## src/rtl/addsub_burst_accumulator.sv

```systemverilog
// addsub_burst_accumulator: sums a burst of LEN operands into an N-bit accumulator.
// Each operand is added or subtracted. The final sum, the last carry-out and a sticky
// signed-overflow flag are held until the consumer takes them over a valid/ready handshake.

// Combinational n-bit adder/subtracter: cin=0 gives x+y, cin=1 gives x-y (x + ~y + 1).
module Adder_subtracter_nBit #(
  parameter int N = 8
) (
  input  logic [N-1:0] x,
  input  logic [N-1:0] y,
  input  logic         cin,
  output logic [N-1:0] s,
  output logic         cout
);

  logic [N-1:0] y_eff_s;
  logic [N:0]   sum_s;

  // Invert y for subtraction and fold cin in as the +1 of the two's complement.
  always_comb begin
    y_eff_s = y ^ {N{cin}};
    sum_s   = {1'b0, x} + {1'b0, y_eff_s} + {{N{1'b0}}, cin};
    s       = sum_s[N-1:0];
    cout    = sum_s[N];
  end

endmodule

module addsub_burst_accumulator #(
  parameter int N     = 8,
  parameter int LEN_W = 4
) (
  input  logic             clk,
  input  logic             rst_n,
  input  logic             start,
  input  logic [LEN_W-1:0] len,
  input  logic             in_valid,
  output logic             in_ready,
  input  logic [N-1:0]     in_data,
  input  logic             in_sub,
  output logic             out_valid,
  input  logic             out_ready,
  output logic [N-1:0]     out_sum,
  output logic             out_carry,
  output logic             out_ovf,
  output logic             busy
);

  localparam logic [1:0] ST_IDLE  = 2'd0;
  localparam logic [1:0] ST_ACCUM = 2'd1;
  localparam logic [1:0] ST_DONE  = 2'd2;

  // Two's complement overflow: both operands have the same sign and the sum's sign differs.
  function automatic logic signed_ovf_f(input logic a_msb, input logic b_msb, input logic s_msb);
    return (a_msb == b_msb) && (s_msb != a_msb);
  endfunction

  logic [1:0]       state_q, state_d;
  logic [N-1:0]     acc_q, acc_d;
  logic [LEN_W-1:0] cnt_q, cnt_d;
  logic             carry_q, carry_d;
  logic             ovf_q, ovf_d;

  logic [N-1:0]     add_s_s;
  logic             add_cout_s;
  logic [N-1:0]     y_eff_s;
  logic             xfer_s;

  Adder_subtracter_nBit #(.N(N)) u_addsub (
    .x    (acc_q),
    .y    (in_data),
    .cin  (in_sub),
    .s    (add_s_s),
    .cout (add_cout_s)
  );

  // Decode handshake strobes and the effective second operand used by the overflow test.
  always_comb begin
    y_eff_s = in_data ^ {N{in_sub}};
    xfer_s  = (state_q == ST_ACCUM) && in_valid;
  end

  // Next-state logic. Every register holds its value unless the current state updates it.
  always_comb begin
    state_d = state_q;
    acc_d   = acc_q;
    cnt_d   = cnt_q;
    carry_d = carry_q;
    ovf_d   = ovf_q;
    case (state_q)
      ST_IDLE: begin
        if (start) begin
          acc_d   = {N{1'b0}};
          carry_d = 1'b0;
          ovf_d   = 1'b0;
          cnt_d   = len;
          if (len != {LEN_W{1'b0}}) begin
            state_d = ST_ACCUM;
          end else begin
            state_d = ST_DONE;
          end
        end else begin
          state_d = ST_IDLE;
        end
      end
      ST_ACCUM: begin
        // start is deliberately not looked at here, so a stray start cannot restart the burst.
        if (xfer_s) begin
          acc_d   = add_s_s;
          carry_d = add_cout_s;
          ovf_d   = ovf_q | signed_ovf_f(acc_q[N-1], y_eff_s[N-1], add_s_s[N-1]);
          cnt_d   = cnt_q - LEN_W'(1);
          if (cnt_q == LEN_W'(1)) begin
            state_d = ST_DONE;
          end else begin
            state_d = ST_ACCUM;
          end
        end else begin
          state_d = ST_ACCUM;
        end
      end
      ST_DONE: begin
        if (out_ready) begin
          state_d = ST_IDLE;
        end else begin
          state_d = ST_DONE;
        end
      end
      default: begin
        state_d = ST_IDLE;
      end
    endcase
  end

  // State registers with synchronous active-low reset; reset wins over any start.
  always_ff @(posedge clk) begin
    if (!rst_n) begin
      state_q <= ST_IDLE;
      acc_q   <= {N{1'b0}};
      cnt_q   <= {LEN_W{1'b0}};
      carry_q <= 1'b0;
      ovf_q   <= 1'b0;
    end else begin
      state_q <= state_d;
      acc_q   <= acc_d;
      cnt_q   <= cnt_d;
      carry_q <= carry_d;
      ovf_q   <= ovf_d;
    end
  end

  // Outputs decode straight from the state flops; the result is forced to 0 outside DONE.
  always_comb begin
    in_ready  = (state_q == ST_ACCUM);
    out_valid = (state_q == ST_DONE);
    busy      = (state_q != ST_IDLE);
    if (state_q == ST_DONE) begin
      out_sum   = acc_q;
      out_carry = carry_q;
      out_ovf   = ovf_q;
    end else begin
      out_sum   = {N{1'b0}};
      out_carry = 1'b0;
      out_ovf   = 1'b0;
    end
  end

endmodule

```

## config.mk

```make
export PLATFORM = sky130hd
export DESIGN_NAME = addsub_burst_accumulator
export DESIGN_NICKNAME = d
export VERILOG_FILES = /design/src/rtl/addsub_burst_accumulator.sv
export SDC_FILE = /design/constraint.sdc
export NUM_CORES = 1
export LEC_CHECK = 0
export BUFFER_PORTS_ARGS = -buffer_cell sky130_fd_sc_hd__buf_2
export CAP_MARGIN = 20
export CORE_MARGIN = 3
export CORE_UTILIZATION = 53
export DETAILED_ROUTE_END_ITERATION = 10
export PLACE_DENSITY = 0.79
export SETUP_SLACK_MARGIN = 0.2
export SLEW_MARGIN = 20
export SYNTH_ARGS = -nofsm -noshare
export SYNTH_HDL_FRONTEND = slang
export SYNTH_HIERARCHICAL = 1
export SYNTH_SLANG_ARGS = --single-unit
```

## constraint.sdc

```tcl
create_clock -name clk -period 3.1 [get_ports clk]
set_input_delay 0.62 -clock clk [delete_from_list [all_inputs] [get_ports clk]]
set_output_delay 0.62 -clock clk [all_outputs]
set_load 0.02 [all_outputs]
```

* Word level (Yosys, flattened, before mapping)
Cells that the tools add are included.
Word-level totals: register bits 16, input port bits 18, output and inout bits 13, word-level logic and storage cells 44
Cells by class: equal/unequal tests 7, mux-type cells 20, add/sub/neg operators 3, bitwise gates (word level) 2, reduce and logical (&&, ||, !) cells 7
Operators by type and width (number):
- $mux W8 | 3
- $pmux W8 S2 | 1
- $mux W2 | 5
- $add A8 B8 Y9 | 1
- $add A9 B1 Y9 | 1
- $mux W4 | 2
- $pmux W4 S2 | 1
- $xor A8 B8 Y8 | 1
- $pmux W2 S3 | 1
- $mux W1 | 5
- $eq A4 B1 Y1 const B | 1
- $pmux W1 S2 | 2
- $reduce_bool A2 Y1 | 2
- $reduce_bool A4 Y1 | 1
- $sub A4 B1 Y4 const B | 1
- $reduce_and A3 Y1 | 1
- $eq A2 B1 Y1 const B | 1
- $eq A2 B2 Y1 const B | 1
- $logic_and A1 B1 Y1 | 2
- $logic_not A2 Y1 | 1
- $ne A2 B1 Y1 const B | 1
- $ne A2 B2 Y1 const B | 1
- $eq A1 B1 Y1 | 1
- $ne A1 B1 Y1 | 1
- $or A1 B1 Y1 | 1

* Logic depth before layout (Yosys ltp)
Gate-level depths: netlist of run 1.
word-level depth 8, mapped depth 10, depth with buffers taken out 9

* Hierarchy
Netlist of run 1, hierarchy kept.
Modules (own cells, without submodules):
- addsub_burst_accumulator | cells each 111, area each 923.4 um^2, instances 1, sequential area each 320.3 um^2
- Adder_subtracter_nBit | cells each 48, area each 397.9 um^2, instances 1, sequential area each 0.0 um^2

* Worst setup path before layout of run 1
OpenSTA, ideal clock, no wires.
kind input port to flip-flop, start point input in_sub, end point register ovf_q, path slack 0.639 ns, library setup time 0.101 ns, arrival time 2.360 ns, path buffers 1, cell stages on the path 9, data required time 2.999 ns, path through buf_6 -> xor2_1 -> ha_1 -> a211o_1 -> a221oi_2 -> xnor2_1 -> nor2b_1 -> mux2i_1 -> o41ai_1
Between the ends: cells in the longest elaborated chain, start to end 8, elaborated cells between the ends (all ways) 9, classes of those cells add/sub: 2; eq/ne: 2; mux: 2; bitwise: 2; reduce/logical: 1
RTL lines:
- start: declaration | RTL line 40 | input logic in_sub,
- $xor A8 B8 Y8 | RTL line 21 | y_eff_s = y ^ {N{cin}};
- $add A8 B8 Y9 | RTL line 22 | sum_s = {1'b0, x} + {1'b0, y_eff_s} + {{N{1'b0}}, cin};
- $add A9 B1 Y9 (*) | RTL line 22
- via add_s_s[7] | RTL line 64 | logic [N-1:0] add_s_s;
- $ne A1 B1 Y1 (*) | RTL line 55 | return (a_msb == b_msb) && (s_msb != a_msb);
- $logic_and A1 B1 Y1 (*) | RTL line 55
- $or A1 B1 Y1 (*) | RTL line 111 | ovf_d = ovf_q | signed_ovf_f(acc_q[N-1], y_eff_s[N-1], add_s_s[N-1]);
- $mux W1 (*) | RTL line 108 | if (xfer_s) begin
- $pmux W1 S2 (*) | RTL line 90 | case (state_q)
- end signal: assignment | RTL line 148 | ovf_q <= ovf_d;
- end: declaration | RTL line 62 | logic ovf_q, ovf_d;
The timed path passes the listed nets; every way through them passes the cells marked *. The select of a mux whose other input is x is not followed. A chain may end at the register's enable or synchronous reset.

* Final worst setup path of run 1
Ends and elaborated chain as after synthesis.

==> metrics.md, run 1 <==
| Metric | Value |
|---|---|
| Status | `completed` |
| Max Used Layer | `met4` |
| Max-slew violations | `0` |
| Final nets | `216` |
| Flops & latches, synth | `16` |
| Setup_tns | `0 ps` |
| Switch Pwr | `0.1841 mW` |
| Syn nets | `187` |
| Multi-input logic area | `900.9 um^2` |
| GRT overflow | `0` |
| Inst Count DP | `211` |
| PostCTS Resize Cnt | `0` |
| Async SR Flop Fraction | `0%` |
| Max-Cap Viols | `0` |
| Crit Path Max Fanout | `9` |
| Int Power | `0.3720 mW` |
| Mapped Area | `1321 um^2` |
| CP Data Required Time | `3300 ps` |
| Clk network pwr share | `25.8%` |
| Max incr delay on CP | `310 ps` |
| Worst vdd ir | `362.5 uV` |
| Top cell type's share of synthesized area | `24.24%` |
| Post-synth EDFFs | `0` |
| Clock H-tree levels | `1` |
| M1 WL | `1420 um` |
| CTS buffer count | `3` |
| Largest net degree at the start of global routing | `30` |
| # DRC | `0` |
| WL per Instance | `14.27 um` |
| Post-layout min period | `2424 ps` |
| Pwr dens | `366.4 nW/um^2` |
| Layout area overhead | `14.87%` |
| Unique masters post-synth | `46` |
| Routed length on met3 | `172 um` |
| Final Setup Violations | `0` |
| Row Count | `17` |
| Met2 routed WL | `1464 um` |
| Area share of fa/ha/maj cells after synthesis | `10.04%` |
| Final wirelength | `3067 um` |
| Part of the power in registers | `41.9%` |
| Clk pin slew, worst setup/hold paths | `100 ps` |
| Cell family with most CP delay | `compound AO/OA/AOI/OAI gates` |
| CP Cell Sequence | `buf_2 -> xor2_1 -> ha_1 -> a211o_1 -> a221oi_2 -> xnor2_1 -> nor2b_1 -> mux2i_1 -> o41ai_1` |
| CTS tree | `yes` |
| Area contributors post-synth | `dfxtp_1 (24%), ha_1 (8.5%), nand4b_1 (6.0%), xor2_1 (6.0%), and2_1 (5.2%)` |
| Detail Placement HPWL | `2302 um` |
| Crit-path slowest cell | `a211o_1` |
| ANT nets after route | `0` |
| Vias/cell | `5.870` |
| Clock tree sinks | `16` |
| Multiplexer share of the synthesized area | `2.557%` |
| Share of cells above drive strength 1 | `24.60%` |
| Die Y | `55.93 um` |
| Crit path buffers/inverters | `1` |
| Register area | `320.3 um^2` |
| Worst Setup Path Type | `primary input to register` |
| Worst Setup End Kind | `register` |
| Diode count | `0` |
| Yosys top cell by area | `dfxtp_1` |
| Hold Violations, Final | `0` |
| Overall power | `0.5561 mW` |
| Clock buffer depth | `2` |
| Top cells by count, synth | `dfxtp_1 (16), a21oi_1 (13), o21ai_0 (13)` |
| Synth Area in XOR/XNOR | `8.617%` |
| Setup Skew | `3.074 ps` |
| Pleak | `0.6987 nW` |
| Avg Cell Area, Syn | `8.310 um^2` |
| Fin crit share | `78.19%` |
| Top-Level Pins | `31` |
| TritonRoute pass-1 iters | `4` |
| DIE AREA | `3128 um^2` |
| Count leader, synth | `dfxtp_1` |
| Placement Cell Area | `1481 um^2` |
| Clock Latency Late Sink | `300 ps` |
| GRT Overall Usage | `20.76%` |
| Fin area | `1518 um^2` |
| Fin cells | `215` |
| Top_reg_cell synth | `dfxtp_1` |
| Relative slew slack | `69.64%` |
| Vias | `1262` |
| Die W | `55.93 um` |
| Fraction of the mapped netlist area in compound gates | `23.58%` |
| Switching Fraction | `33.10%` |
| Port bufs | `30` |
| Initial antenna violation count | `0` |
| Yosys warns | `6` |
| CTS Hold Buffers Added | `0` |
| Simple-gate portion of the synthesized area | `23.39%` |
| Post-Synthesis Cells | `159` |
| Largest family of logic cells by synthesized area | `compound AO/OA/AOI/OAI gates` |
| Filler instances | `212` |
| Arrival time of the worst setup path | `2620 ps` |
| Worst hold-check path type | `register to register` |
| Post-CTS Setup Bufs | `0` |
| Routability cong. | `0.8138` |
| Worst Tran Pin Value | `454.5 ps` |
| Iteration-0 DRC Markers | `41` |
| F_max | `412.6 MHz` |
| Startpoint Class | `primary input` |
| Unrepaired setup endpoints after global routing | `false` |
| Starting density of the core | `57.52%` |
| Clk root buf | `clkbuf_4` |
| Seq/Total Area, Yosys | `24.24%` |
| Vias in the first global route | `1242` |
| First-pass GRT wire length | `5347 um` |
| Core Region | `2297 um^2` |
| Logic gate share of total power | `32.3%` |
| Final core utilization | `66.07%` |
==> tightest hold or removal path, cell delays in order, from the launching register on <==
cell	delay [ps]
dfxtp_1	320
o21ai_0	60
a21oi_1	60
==> registers in the layout, indices dropped and copies added, names as in the netlist <==
register,cells
acc_q,8
cnt_q,4
state_q,2
carry_q,1
ovf_q,1
==> kinds of logic after synthesis <==
kind of cell / after synthesis
mux: 3
xor+xnor: 13
compound gates: 47
flops: 16
fa+ha+maj: 10
simple gates: 48
buf+inv: 22
==> routing by layer <==
metal  vias up  track usage, %
li1        629               -
met1       597           26.69
met2        34           34.80
met3         2           5.336
met4         0           4.746
met5         -               0
==> area by class of cell <==
| cell class | count | share of cell area, % |
|---|---|---|
| sequential | 16 | 21.10 |
| clock buffer | 4 | 2.391 |
| multi-input combinational | 121 | 59.36 |
| timing repair buffer | 34 | 11.87 |
| tap | 28 | 2.308 |
| inverter | 12 | 2.968 |
==> placed cells by master, fill, tap and decap left out, types with 2 or more instances in the layout <==
cell / count
o21ai_0: 13
xnor2_1: 4
o32ai_1: 2
buf_4: 4
nand4b_1: 9
a21oi_1: 13
clkbuf_4: 3
nand2b_1: 2
or2_2: 3
mux2i_1: 2
xor2_1: 9
nand2_1: 6
dfxtp_1: 16
or3_1: 2
a211oi_1: 3
and2_1: 11
inv_1: 12
buf_2: 30
ha_1: 9
nor2b_1: 4
o31a_1: 2
nor2_1: 4
==> power by group through the flow <==
stage	clock [mW]	sequential (mW)	combinational (mW)
4_1_cts	0.148	0.233	0.179
3_3_place_gp	0	0.237	0.173
5_1_grt	0.156	0.236	0.201
3_5_place_dp	0	0.238	0.178
2_1_floorplan	0	0.231	0.139
6_report	0.144	0.233	0.179
==> final timing paths <==
check | depth (start not counted) | slack [ps] | endpoint | startpoint
setup / recovery | 9 | 680 | ovf_q | in_sub
hold / removal | 2 | 480 | carry_q | carry_q
setup reg to reg | 7 | 1050 | ovf_q | acc_q[4]
hold reg to reg | 2 | 480 | carry_q | carry_q
==> per-stage QoR <==
step | worst slack, ps | hold slack, ps
finish | 676.1 | 480.3
detailed placement | 350.9 | 470.3
floorplan | 639.0 | 444.6
CTS | 663.1 | 484.3
global route | 478.4 | 518.7
global placement | 458.4 | 453.0
Note: power is estimated with default switching activity, not from simulation.
==> run 2, diff against run 1 <==
- clock period: 3.1 -> 2.49 ns (I/O delays scaled with it)
==> metrics.md, run 2 (synthesis gave the netlist of run 1 again) <==
| Metric | Value |
|---|---|
| Hold Violations, Final | `0` |
| Status | `completed` |
| Clock H-tree levels | `1` |
| Setup WS post-layout | `246.7 ps` |
| Commonest cells after routing, fill and taps aside | `buf_2 (29), dfxtp_1 (16), o21ai_0 (13), a21oi_1 (13), inv_1 (12)` |
| Routability cong. | `0.8576` |
| Post-layout min period | `2243 ps` |
| Fin crit share | `90.09%` |
| TritonRoute pass-1 iters | `5` |
| Filler instances | `195` |
| Clk root buf | `clkbuf_4` |
| GRT Overall Usage | `21.37%` |
| Critical Path Stages | `10` |
| ANT nets after route | `0` |
| Placement Cell Area | `1489 um^2` |
| Crit Path Max Fanout | `8` |
| First-pass GRT wire length | `5499 um` |
| Worst flop-to-flop path startpoint | `acc_q[4]` |
| Vias in the first global route | `1231` |
| R2r worst-path depth | `7` |
| Initial antenna violation count | `0` |
| Hold Path Depth | `2` |
| Detail Placement HPWL | `2384 um` |
| Clock tree sinks | `16` |
| M1 WL | `1488 um` |
| Iteration-0 DRC Markers | `38` |
| Max incr delay on CP | `340 ps` |
| Max-Cap Viols | `0` |
| Met2 routed WL | `1682 um` |
| Min-delay src | `carry_q` |
| Clock buffer depth | `2` |
| Worst vdd ir | `375.7 uV` |
| Worst Tran Pin Value | `456.1 ps` |
| Startpoint Class | `primary input` |
| Max Used Layer | `met4` |
| CTS Hold Buffers Added | `0` |
| CTS tree | `yes` |
| Cell family with most CP delay | `compound AO/OA/AOI/OAI gates` |
| Setup Skew | `5.507 ps` |
| Diode count | `0` |
| CP Cell Sequence | `buf_4 -> xor2_1 -> ha_1 -> a21oi_1 -> o21ai_2 -> a221oi_4 -> xnor2_2 -> nor2b_1 -> mux2i_1 -> o41ai_1` |
| Number of flip-flops in the largest register | `8` |
| CP Data Required Time | `2690 ps` |
| Clock Latency Late Sink | `290 ps` |
| FF-to-FF End | `ovf_q` |
| Relative slew slack | `69.53%` |
| Largest net degree at the start of global routing | `30` |
| Arrival time of the worst setup path | `2440 ps` |
| Crit path buffers/inverters | `1` |
| Pwr dens | `457.0 nW/um^2` |
| GRT overflow | `0` |
| Final wirelength | `3448 um` |
| WL per Instance | `15.89 um` |
| Vias/cell | `6.138` |
| Crit-path slowest cell | `ha_1` |
| Worst Setup Path Type | `primary input to register` |
| Fin area | `1574 um^2` |
| Register with the most flip-flops | `acc_q` |
| Unrepaired setup endpoints after global routing | `false` |
| F_max | `445.8 MHz` |
| # DRC | `0` |
| Layout area overhead | `19.13%` |
| Max-slew violations | `0` |
| Die Y | `55.93 um` |
| CTS buffer count | `3` |
| Hold path endpoint | `carry_q` |
| DIE AREA | `3128 um^2` |
| Share of cells above drive strength 1 | `26.98%` |
| R2r setup slk | `430 ps` |
| Commonest non-fill, non-tap cell in the layout | `buf_2` |
| Top Registers | `acc_q (8), cnt_q (4), state_q (2)` |
| Pleak | `0.7157 nW` |
| Worst hold-check path type | `register to register` |
| Vias | `1332` |
| Port bufs | `30` |
| Row Count | `17` |
| Core Region | `2297 um^2` |
| Starting density of the core | `57.52%` |
| Worst Setup Slack post-DPL | `-102.5 ps` |
| Top-Level Pins | `31` |
| Final Setup Violations | `0` |
| Die W | `55.93 um` |
| Routed length on met3 | `218 um` |
| Clk pin slew, worst setup/hold paths | `100 ps` |
| Worst Setup End Kind | `register` |
| Final nets | `218` |
| Final core utilization | `68.52%` |
-- run 2: cell count changes in the layout (fill, tap and decap cells not counted), sizes merged --
| cell | change |
|---|---|
| buf | +2 |
-- run 2: cell type report --
| cell class | count | area [um^2] | share of cell area [%] |
|---|---|---|---|
| repair buffers | 36 | 197.7 | 12.56 |
| inverters | 12 | 45.04 | 2.862 |
| well taps | 28 | 35.03 | 2.226 |
| clock buffers | 4 | 36.28 | 2.305 |
| multi-input cells | 121 | 939.7 | 59.70 |
| flip-flops and latches | 16 | 320.3 | 20.35 |
-- run 2: where the power goes --
group | internal, mW | leakage (nW) | switching, mW
Sequential | 0.273 | 0.131 | 0.0145
Clock | 0.0891 | 0.0210 | 0.0869
Combinational | 0.114 | 0.564 | 0.142
-- run 2: routing by layer --
layer / global-route usage (%) / up-vias
met1: 28.67 / 631
li1: - / 633
met2: 33.95 / 58
met4: 4.746 / 0
met5: 0 / -
met3: 6.265 / 10
-- run 2: worst max-delay path by stage --
stage,startpoint,end
6_report,in_sub,ovf_q
5_1_grt,in_sub,ovf_q
4_1_cts,in_sub,ovf_q
3_5_place_dp,in_sub,ovf_q
3_3_place_gp,in_sub,ovf_q
2_1_floorplan,in_sub,ovf_q
-- run 2: timing repair --
action,CTS,global route
setup buffers,0,1
endpoints found under the setup margin,1,1
gates cloned,0,0
resized for setup,2,3
pin swaps,1,4
-- run 2: through the flow --
stage          instances  setup TNS, ps  power, mW  hold WS, ps
6_report             217              0     0.7193        476.5
3_3_place_gp         212              0     0.5130        453.8
3_5_place_dp         212         -105.4     0.5223        465.7
4_1_cts              216              0     0.6981        479.7
2_1_floorplan        159              0     0.4618        444.6
5_1_grt              217              0     0.7612        488.5
-- run 2: worst register-to-register path: cells and delay by family, from the launching register on --
family                   cells  cell delay (ps)
AO/OA/AOI/OAI                3              890
flip-flops                   1              420
XOR/XNOR                     1              170
AND/OR/NAND/NOR              1              160
adder cells (fa/ha/maj)      1              240
multiplexers                 1               90
